File: config.mk
export PLATFORM = sky130hd
export DESIGN_NAME = ad760x_par_drive
export DESIGN_NICKNAME = d
export VERILOG_FILES = /design/src/rtl/ad760x_pkg.sv /design/src/rtl/ad760x_rd_seq.sv /design/src/rtl/ad760x_par_drive.sv
export SDC_FILE = /design/constraint.sdc
export NUM_CORES = 1
export LEC_CHECK = 0
export CAP_MARGIN = 10
export CORE_ASPECT_RATIO = 1.5
export CORE_MARGIN = 5
export CORE_UTILIZATION = 40
export DETAILED_ROUTE_END_ITERATION = 16
export GPL_ROUTABILITY_DRIVEN = 0
export PLACE_DENSITY = 0.64
export SETUP_SLACK_MARGIN = 0.15
export SYNTH_ARGS = -nofsm -noshare
export SYNTH_HDL_FRONTEND = slang
export SYNTH_SLANG_ARGS = --single-unit
File: constraint.sdc
create_clock -name i_clk -period 4.2 [get_ports i_clk]
set_clock_uncertainty 0.15 [all_clocks]
set_input_delay 0.42 -clock i_clk [delete_from_list [all_inputs] [get_ports i_clk]]
set_output_delay 0.42 -clock i_clk [all_outputs]
set_load 0.02 [all_outputs]
File: src/rtl/ad760x_pkg.sv
// Shared types, OS codes and default timing for the AD7606-family parallel-bus driver.
// The optional FRSTDATA check is enabled by defining AD760X_FRSTDATA_CHK_EN.
package ad760x_pkg;

  typedef enum logic [2:0] {
    S_RESET, S_IDLE, S_CONV, S_WAIT_BUSY, S_READ, S_GAP
  } state_t;

  typedef enum logic [1:0] {R_IDLE, R_LOW, R_HIGH} rd_state_t;

  typedef struct packed {
    state_t    top_state;
    rd_state_t rd_state;
  } dbg_t;

  localparam logic [2:0] OS_NONE = 3'b000;
  localparam logic [2:0] OS_X2   = 3'b001;
  localparam logic [2:0] OS_X4   = 3'b010;
  localparam logic [2:0] OS_X8   = 3'b011;
  localparam logic [2:0] OS_X16  = 3'b100;
  localparam logic [2:0] OS_X32  = 3'b101;
  localparam logic [2:0] OS_X64  = 3'b110;

  localparam int DEF_CHNL_NUM     = 8;
  localparam int DEF_DATA_W       = 16;
  localparam int DEF_RST_CYC      = 10;
  localparam int DEF_CONV_LOW_CYC = 3;
  localparam int DEF_RD_LOW_CYC   = 2;
  localparam int DEF_RD_HIGH_CYC  = 2;
  localparam int DEF_BUSY_TMO_CYC = 2000;

  localparam logic [15:0] MIN_PERIOD = 16'd2;

  function automatic logic [15:0] clamp_period(input logic [15:0] p);
    return (p < MIN_PERIOD) ? MIN_PERIOD : p;
  endfunction

  function automatic int max3(input int a, input int b, input int c);
    int m;
    m = (a > b) ? a : b;
    return (m > c) ? m : c;
  endfunction

endpackage

File: src/rtl/ad760x_rd_seq.sv
// Per-word RD strobe timer and channel counter for one ADC frame.
// Handshake: a one-cycle start pulse launches a frame; a one-cycle done pulse follows the last word's RD high time.
module ad760x_rd_seq
  import ad760x_pkg::*;
#(
  parameter  int P_CHNL_NUM    = DEF_CHNL_NUM,
  parameter  int P_DATA_W      = DEF_DATA_W,
  parameter  int P_RD_LOW_CYC  = DEF_RD_LOW_CYC,
  parameter  int P_RD_HIGH_CYC = DEF_RD_HIGH_CYC,
  localparam int CHW           = $clog2(P_CHNL_NUM)
) (
  input  logic                clk,
  input  logic                rst_n,
  input  logic                start,
  input  logic [P_DATA_W-1:0] ad_data,
  input  logic                ad_first,
  output logic                rd,
  output logic [P_DATA_W-1:0] data,
  output logic                valid,
  output logic [CHW-1:0]      chnl,
  output logic                last,
  output logic                first,
  output logic                done,
  output rd_state_t           state
);

  localparam logic [7:0]     LOW_END  = 8'(P_RD_LOW_CYC - 1);
  localparam logic [7:0]     HIGH_END = 8'(P_RD_HIGH_CYC - 1);
  localparam logic [CHW-1:0] LAST_CH  = CHW'(P_CHNL_NUM - 1);

  logic [7:0]     cnt;
  logic [CHW-1:0] ch;
  logic           first_q;

  always_ff @(posedge clk or negedge rst_n) begin
    if (!rst_n) begin
      state   <= R_IDLE;
      cnt     <= '0;
      ch      <= '0;
      first_q <= 1'b0;
      rd      <= 1'b1;
      data    <= '0;
      valid   <= 1'b0;
      chnl    <= '0;
      last    <= 1'b0;
      first   <= 1'b0;
      done    <= 1'b0;
    end else begin
      valid <= 1'b0;
      last  <= 1'b0;
      done  <= 1'b0;
      unique case (state)
        R_IDLE: if (start) begin
          state <= R_LOW;
          rd    <= 1'b0;
          cnt   <= '0;
          ch    <= '0;
        end
        // Capture on the last low cycle, i.e. at the edge that raises RD.
        R_LOW: if (cnt == LOW_END) begin
          rd      <= 1'b1;
          data    <= ad_data;
          first_q <= ad_first;
          cnt     <= '0;
          state   <= R_HIGH;
        end else begin
          cnt <= cnt + 8'd1;
        end
        R_HIGH: begin
          if (cnt == '0) begin
            valid <= 1'b1;
            chnl  <= ch;
            last  <= (ch == LAST_CH);
            first <= first_q;
          end
          if (cnt == HIGH_END) begin
            cnt <= '0;
            if (ch == LAST_CH) begin
              state <= R_IDLE;
              done  <= 1'b1;
            end else begin
              ch    <= ch + 1'b1;
              rd    <= 1'b0;
              state <= R_LOW;
            end
          end else begin
            cnt <= cnt + 8'd1;
          end
        end
        default: state <= R_IDLE;
      endcase
    end
  end

endmodule

File: src/rtl/ad760x_par_drive.sv
// AD7606-family parallel-bus driver: periodic CONVST, BUSY wait with timeout, framed channel read-out.
// Define AD760X_FRSTDATA_CHK_EN to add the FRSTDATA alignment check and the o_frame_err port.
module ad760x_par_drive
  import ad760x_pkg::*;
#(
  parameter  int P_CHNL_NUM     = DEF_CHNL_NUM,
  parameter  int P_DATA_W       = DEF_DATA_W,
  parameter  int P_RST_CYC      = DEF_RST_CYC,
  parameter  int P_CONV_LOW_CYC = DEF_CONV_LOW_CYC,
  parameter  int P_RD_LOW_CYC   = DEF_RD_LOW_CYC,
  parameter  int P_RD_HIGH_CYC  = DEF_RD_HIGH_CYC,
  parameter  int P_BUSY_TMO_CYC = DEF_BUSY_TMO_CYC,
  localparam int CHW            = $clog2(P_CHNL_NUM)
) (
  input  logic                i_clk,
  input  logic                i_rst_n,
  input  logic                i_user_ctrl,
  input  logic [2:0]          i_user_os,
  input  logic [15:0]         i_user_period,
  output logic [P_DATA_W-1:0] o_user_data,
  output logic                o_user_valid,
  output logic [CHW-1:0]      o_user_chnl,
  output logic                o_user_last,
  output logic                o_busy_tmo,
`ifdef AD760X_FRSTDATA_CHK_EN
  output logic                o_frame_err,
`endif
  output logic                o_ad_psb_sel,
  output logic                o_ad_stby,
  output logic [2:0]          o_ad_osc,
  output logic                o_ad_reset,
  output logic                o_ad_convstA,
  output logic                o_ad_convstB,
  output logic                o_ad_cs,
  output logic                o_ad_rd,
  input  logic                i_ad_busy,
  input  logic                i_ad_firstdata,
  input  logic [P_DATA_W-1:0] i_ad_data,
  output dbg_t                o_dbg
);

  localparam int            CW       = $clog2(max3(P_BUSY_TMO_CYC, P_RST_CYC, P_CONV_LOW_CYC) + 1);
  localparam logic [CW-1:0] RST_END  = CW'(P_RST_CYC - 1);
  localparam logic [CW-1:0] CONV_END = CW'(P_CONV_LOW_CYC - 1);
  localparam logic [CW-1:0] TMO_END  = CW'(P_BUSY_TMO_CYC - 1);

  state_t      state;
  rd_state_t   seq_state;
  logic [CW-1:0] cnt;
  logic [15:0] per_cnt;
  logic [15:0] period_q;
  logic        convst;
  logic        busy_s1, busy_s2, busy_d, seen_rise;
  logic        busy_rise, busy_fall;
  logic        seq_start, seq_done, seq_last, seq_first, seq_valid;
  logic [CHW-1:0] seq_chnl;

  assign busy_rise    = busy_s2 & ~busy_d;
  assign busy_fall    = ~busy_s2 & busy_d;
  assign o_ad_psb_sel = 1'b0;
  assign o_ad_stby    = 1'b1;
  assign o_ad_convstA = convst;
  assign o_ad_convstB = convst;
  assign o_user_valid = seq_valid;
  assign o_user_chnl  = seq_chnl;
  assign o_dbg        = '{top_state: state, rd_state: seq_state};

  always_ff @(posedge i_clk or negedge i_rst_n) begin
    if (!i_rst_n) begin
      busy_s1 <= 1'b0;
      busy_s2 <= 1'b0;
      busy_d  <= 1'b0;
    end else begin
      busy_s1 <= i_ad_busy;
      busy_s2 <= busy_s1;
      busy_d  <= busy_s2;
    end
  end

  // per_cnt restarts at every CONVST falling edge and saturates so long overruns never wrap.
  always_ff @(posedge i_clk or negedge i_rst_n) begin
    if (!i_rst_n) begin
      state      <= S_RESET;
      cnt        <= '0;
      per_cnt    <= '0;
      period_q   <= MIN_PERIOD;
      convst     <= 1'b1;
      o_ad_cs    <= 1'b1;
      o_ad_osc   <= OS_NONE;
      o_ad_reset <= 1'b1;
      o_busy_tmo <= 1'b0;
      seen_rise  <= 1'b0;
      seq_start  <= 1'b0;
    end else begin
      seq_start  <= 1'b0;
      o_busy_tmo <= 1'b0;
      if (per_cnt != 16'hFFFF) per_cnt <= per_cnt + 16'd1;
      if (busy_rise) seen_rise <= 1'b1;
      unique case (state)
        S_RESET: if (cnt == RST_END) begin
          o_ad_reset <= 1'b0;
          cnt        <= '0;
          state      <= S_IDLE;
        end else begin
          cnt <= cnt + 1'b1;
        end
        S_IDLE: if (i_user_ctrl) begin
          state     <= S_CONV;
          convst    <= 1'b0;
          cnt       <= '0;
          per_cnt   <= '0;
          seen_rise <= 1'b0;
          o_ad_osc  <= i_user_os;
          period_q  <= clamp_period(i_user_period);
        end
        S_CONV: if (cnt == CONV_END) begin
          convst <= 1'b1;
          cnt    <= '0;
          state  <= S_WAIT_BUSY;
        end else begin
          cnt <= cnt + 1'b1;
        end
        S_WAIT_BUSY: if (busy_fall && seen_rise) begin
          o_ad_cs   <= 1'b0;
          seq_start <= 1'b1;
          state     <= S_READ;
        end else if (cnt == TMO_END) begin
          o_busy_tmo <= 1'b1;
          o_ad_reset <= 1'b1;
          cnt        <= '0;
          state      <= S_RESET;
        end else begin
          cnt <= cnt + 1'b1;
        end
        S_READ: if (seq_done) begin
          o_ad_cs <= 1'b1;
          state   <= S_GAP;
        end
        S_GAP: if (!i_user_ctrl) begin
          state <= S_IDLE;
        end else if (per_cnt >= period_q - 16'd1) begin
          state     <= S_CONV;
          convst    <= 1'b0;
          cnt       <= '0;
          per_cnt   <= '0;
          seen_rise <= 1'b0;
          o_ad_osc  <= i_user_os;
          period_q  <= clamp_period(i_user_period);
        end
        default: state <= S_RESET;
      endcase
    end
  end

  ad760x_rd_seq #(
    .P_CHNL_NUM    (P_CHNL_NUM),
    .P_DATA_W      (P_DATA_W),
    .P_RD_LOW_CYC  (P_RD_LOW_CYC),
    .P_RD_HIGH_CYC (P_RD_HIGH_CYC)
  ) u_rd_seq (
    .clk      (i_clk),
    .rst_n    (i_rst_n),
    .start    (seq_start),
    .ad_data  (i_ad_data),
    .ad_first (i_ad_firstdata),
    .rd       (o_ad_rd),
    .data     (o_user_data),
    .valid    (seq_valid),
    .chnl     (seq_chnl),
    .last     (seq_last),
    .first    (seq_first),
    .done     (seq_done),
    .state    (seq_state)
  );

`ifdef AD760X_FRSTDATA_CHK_EN
  logic err_now, err_seen;
  // FRSTDATA must be high exactly on channel 0; any miss spoils the frame's last flag.
  assign err_now     = seq_valid & (seq_first != (seq_chnl == '0));
  assign o_frame_err = err_now;
  assign o_user_last = seq_last & ~(err_now | err_seen);

  always_ff @(posedge i_clk or negedge i_rst_n) begin
    if (!i_rst_n)       err_seen <= 1'b0;
    else if (seq_start) err_seen <= 1'b0;
    else if (err_now)   err_seen <= 1'b1;
  end
`else
  logic unused_first;
  assign unused_first = seq_first;
  assign o_user_last  = seq_last;
`endif

endmodule

==> metrics <==
most frequent cells in the layout dfrtp_1 (89), clkdlybuf4s50_1 (72), nor2_1 (40); Post-Syn Area 0.005015 sq mm; Final Net Count 626; pre-CTS WS 133.7 ps; fill count 1107; grt ovf 0; syn nets 545; Final Cycle Share 0.9260; DIE HEIGHT 147.1 microns; VDD IR max 0.0003658 V; status finished clean; routed vias/inst 5.392; Fin Hold WS 24.13 ps; initial DRC count 158; worst-margin pin slew 879.6 ps; Achievable Freq 257.1 MHz; final setup vio count 0; Crit Path Category reg2reg; vias in the first global route 3975; GRT Total Usage 0.1596; Layout area overhead 26.82%; R2R Setup Slk 310 ps; clk root buf clkbuf_16; layout cells sized above 1 0.1658; crit-path max FO 10; asr flop ratio synth 1.000; MaxCap Viol Count 0; Final Max Tran Viols 0; number of flops mapped to enable cells by yosys 0; syn_area_per_cell 10.56 sq um; Layout Utilization 0.5134; Die ar. 0.01492 sq mm; Most used DFF post-synth dfrtp_1; Max stage delay on crit path 530 ps; Leakage Power 2.682 nW; Port Buffers 73; YS warnings 0; count of cell types in the netlist 60; FF-to-FF path depth 13; Power Dens Cells 659.5 mW/mm^2; post-synthesis cell count 475; CTS max path bufs 2; setup ws final 310.9 ps; starting density of the core 0.4048; DPL Wire Length 8.204 mm; antenna violations before repair 0; r2r startpoint period_q[2]; Critical Path RT 4300 ps; CTS tree built; Core Area 0.01239 sq mm; unrepaired setup endpoints after global routing false; Clock transition at path regs 70 ps; commonest non-fill, non-tap cell in the layout dfrtp_1; Reg-to-Reg End cnt[7]; Antenna Nets Post-Route 0; WL final 11.26 mm; Site Rows 50; Clock Latency Late Sink 340 ps; sequential-to-total area share from yosys stat 0.4703; H-tree depth 3; Slowest cell on crit path or4b_4; die width 101.4 microns; crit path cell chain nor4_2 > nand2_1 > or4_4 > nor4_4 > xnor2_1 > ha_1 > nand2_2 > nor4_4 > or4b_4 > a31o_1 > or2_0 > buf_4 > o31ai_2; Hold Vio Cnt, Final 0; Hold Path Class in2async; num ports 77; first-pass GRT wire length 19.24 mm; first drt pass iteration count 4; Setup crit end kind register; startpoint type of the worst setup path register; clock sink count 94; cts bufs inserted 9; headroom to the max-slew limit 0.3985; final setup TNS 0 ps; crit path DAT 3990 ps; vias 3866; fin crit period 3889 ps; Ant. Diodes 0; flops & latches, synth 94; most frequent CP cell nor4_4; wire per inst 15.70 microns; largest net degree at the start of global routing 67; # DRC 0
## metal layers
layer	GRT usage	wire length [microns]	up-vias
li1	-	-	1873
met1	0.1843	4562	1871
met2	0.2749	5788	100
met3	0.04418	601	22
met4	0.06321	308	0
met5	0	0	-
## worst max-delay path, delay by kind of cell (launching register included)
kind | cells | cell delay (ps)
compound gates | 2 | 430
xor+xnor | 1 | 120
fa+ha+maj | 1 | 290
buf+inv | 1 | 180
flops | 1 | 390
simple gates | 8 | 2230
## per-stage QoR
stage / area (sq um) / cells / power (W)
2_1_floorplan: 5015 / 475 / 0.002640
3_3_place_gp: 5953 / 698 / 0.003244
3_5_place_dp: 5953 / 698 / 0.003301
4_1_cts: 6270 / 714 / 0.004174
5_1_grt: 6360 / 717 / 0.004498
6_report: 6360 / 717 / 0.004194
## cell usage after synthesis, types with 3 or more instances
cell type | number | area (sq um)
dfrtp_1 | 89 | 2227
nor2_1 | 41 | 153.9
mux2_2 | 38 | 427.9
ha_1 | 30 | 375.4
nand2_1 | 26 | 97.59
a21oi_1 | 19 | 95.09
nand3_1 | 19 | 95.09
inv_1 | 18 | 67.56
xor2_1 | 17 | 148.9
xnor2_1 | 14 | 122.6
o21ai_0 | 13 | 65.06
o21ai_1 | 12 | 60.06
nand4_1 | 10 | 62.56
nor3_1 | 9 | 45.04
and3_1 | 8 | 50.05
nor4_1 | 8 | 50.05
clkbuf_1 | 7 | 26.28
a31oi_1 | 6 | 37.54
nand2b_1 | 6 | 37.54
a22o_1 | 5 | 43.79
a41oi_1 | 5 | 43.79
buf_4 | 5 | 37.54
dfstp_2 | 5 | 131.4
or3_1 | 5 | 31.28
buf_2 | 4 | 20.02
nand3b_1 | 4 | 30.03
o31ai_1 | 4 | 30.03
or4_1 | 4 | 30.03
a211oi_1 | 3 | 22.52
and2_1 | 3 | 18.77
o31ai_2 | 3 | 37.54
## state kept, by name (all words and copies together), names as in the netlist, 2 cells and up
| name | count |
|---|---|
| u_rd_seq.chnl | 3 |
| u_rd_seq.data | 16 |
| u_rd_seq.cnt | 8 |
| period_q | 16 |
| u_rd_seq.ch | 3 |
| cnt | 11 |
| u_rd_seq.state | 2 |
| per_cnt | 16 |
| o_ad_osc | 3 |
| state | 3 |
## final cells by class
type,instances,area (sq um),area share
clock buffers,12,256.5,0.04033
clock inverters,4,53.80,0.008460
inverters,18,67.56,0.01062
multi-input cells,346,2565,0.4033
flip-flops and latches,94,2359,0.3708
well taps,156,195.2,0.03069
repair buffers,87,863.3,0.1357
## kinds of logic after synthesis
logic type / share of synthesized area
xor gates and xnor gates: 0.05414
AOI/OAI and AO/OA: 0.1160
muxes: 0.08733
buffers and inverters: 0.03244
and+or+nand+nor: 0.1634
other: 0.001498
adders and majority gates: 0.07485
DFF: 0.4703
## what timing repair did
item | CTS | global route
setup endpoints to repair | 17 | 31
resized for setup | 1 | 9
hold buffers | 0 | 0
pin swaps | 0 | 8
hold endpoints to repair | 0 | 0
setup buffers | 0 | 2
gates cloned | 0 | 1
## how the worst max path moves through the flow
stage                start           end  slack (ps)
4_1_cts        period_q[0]  period_q[10]         180
6_report       period_q[2]        cnt[7]         310
5_1_grt        period_q[2]        cnt[6]         160
2_1_floorplan  period_q[3]   o_ad_osc[0]         310
3_3_place_gp   period_q[5]   o_ad_osc[2]         210
3_5_place_dp   period_q[5]  period_q[10]         130
## power breakdown
part           total, W  switching [W]  internal, W
clock          0.000847       0.000351     0.000496
combinational   0.00188       0.000960     0.000918
sequential      0.00147       0.000280      0.00119
(Power assumes the default switching activity.)
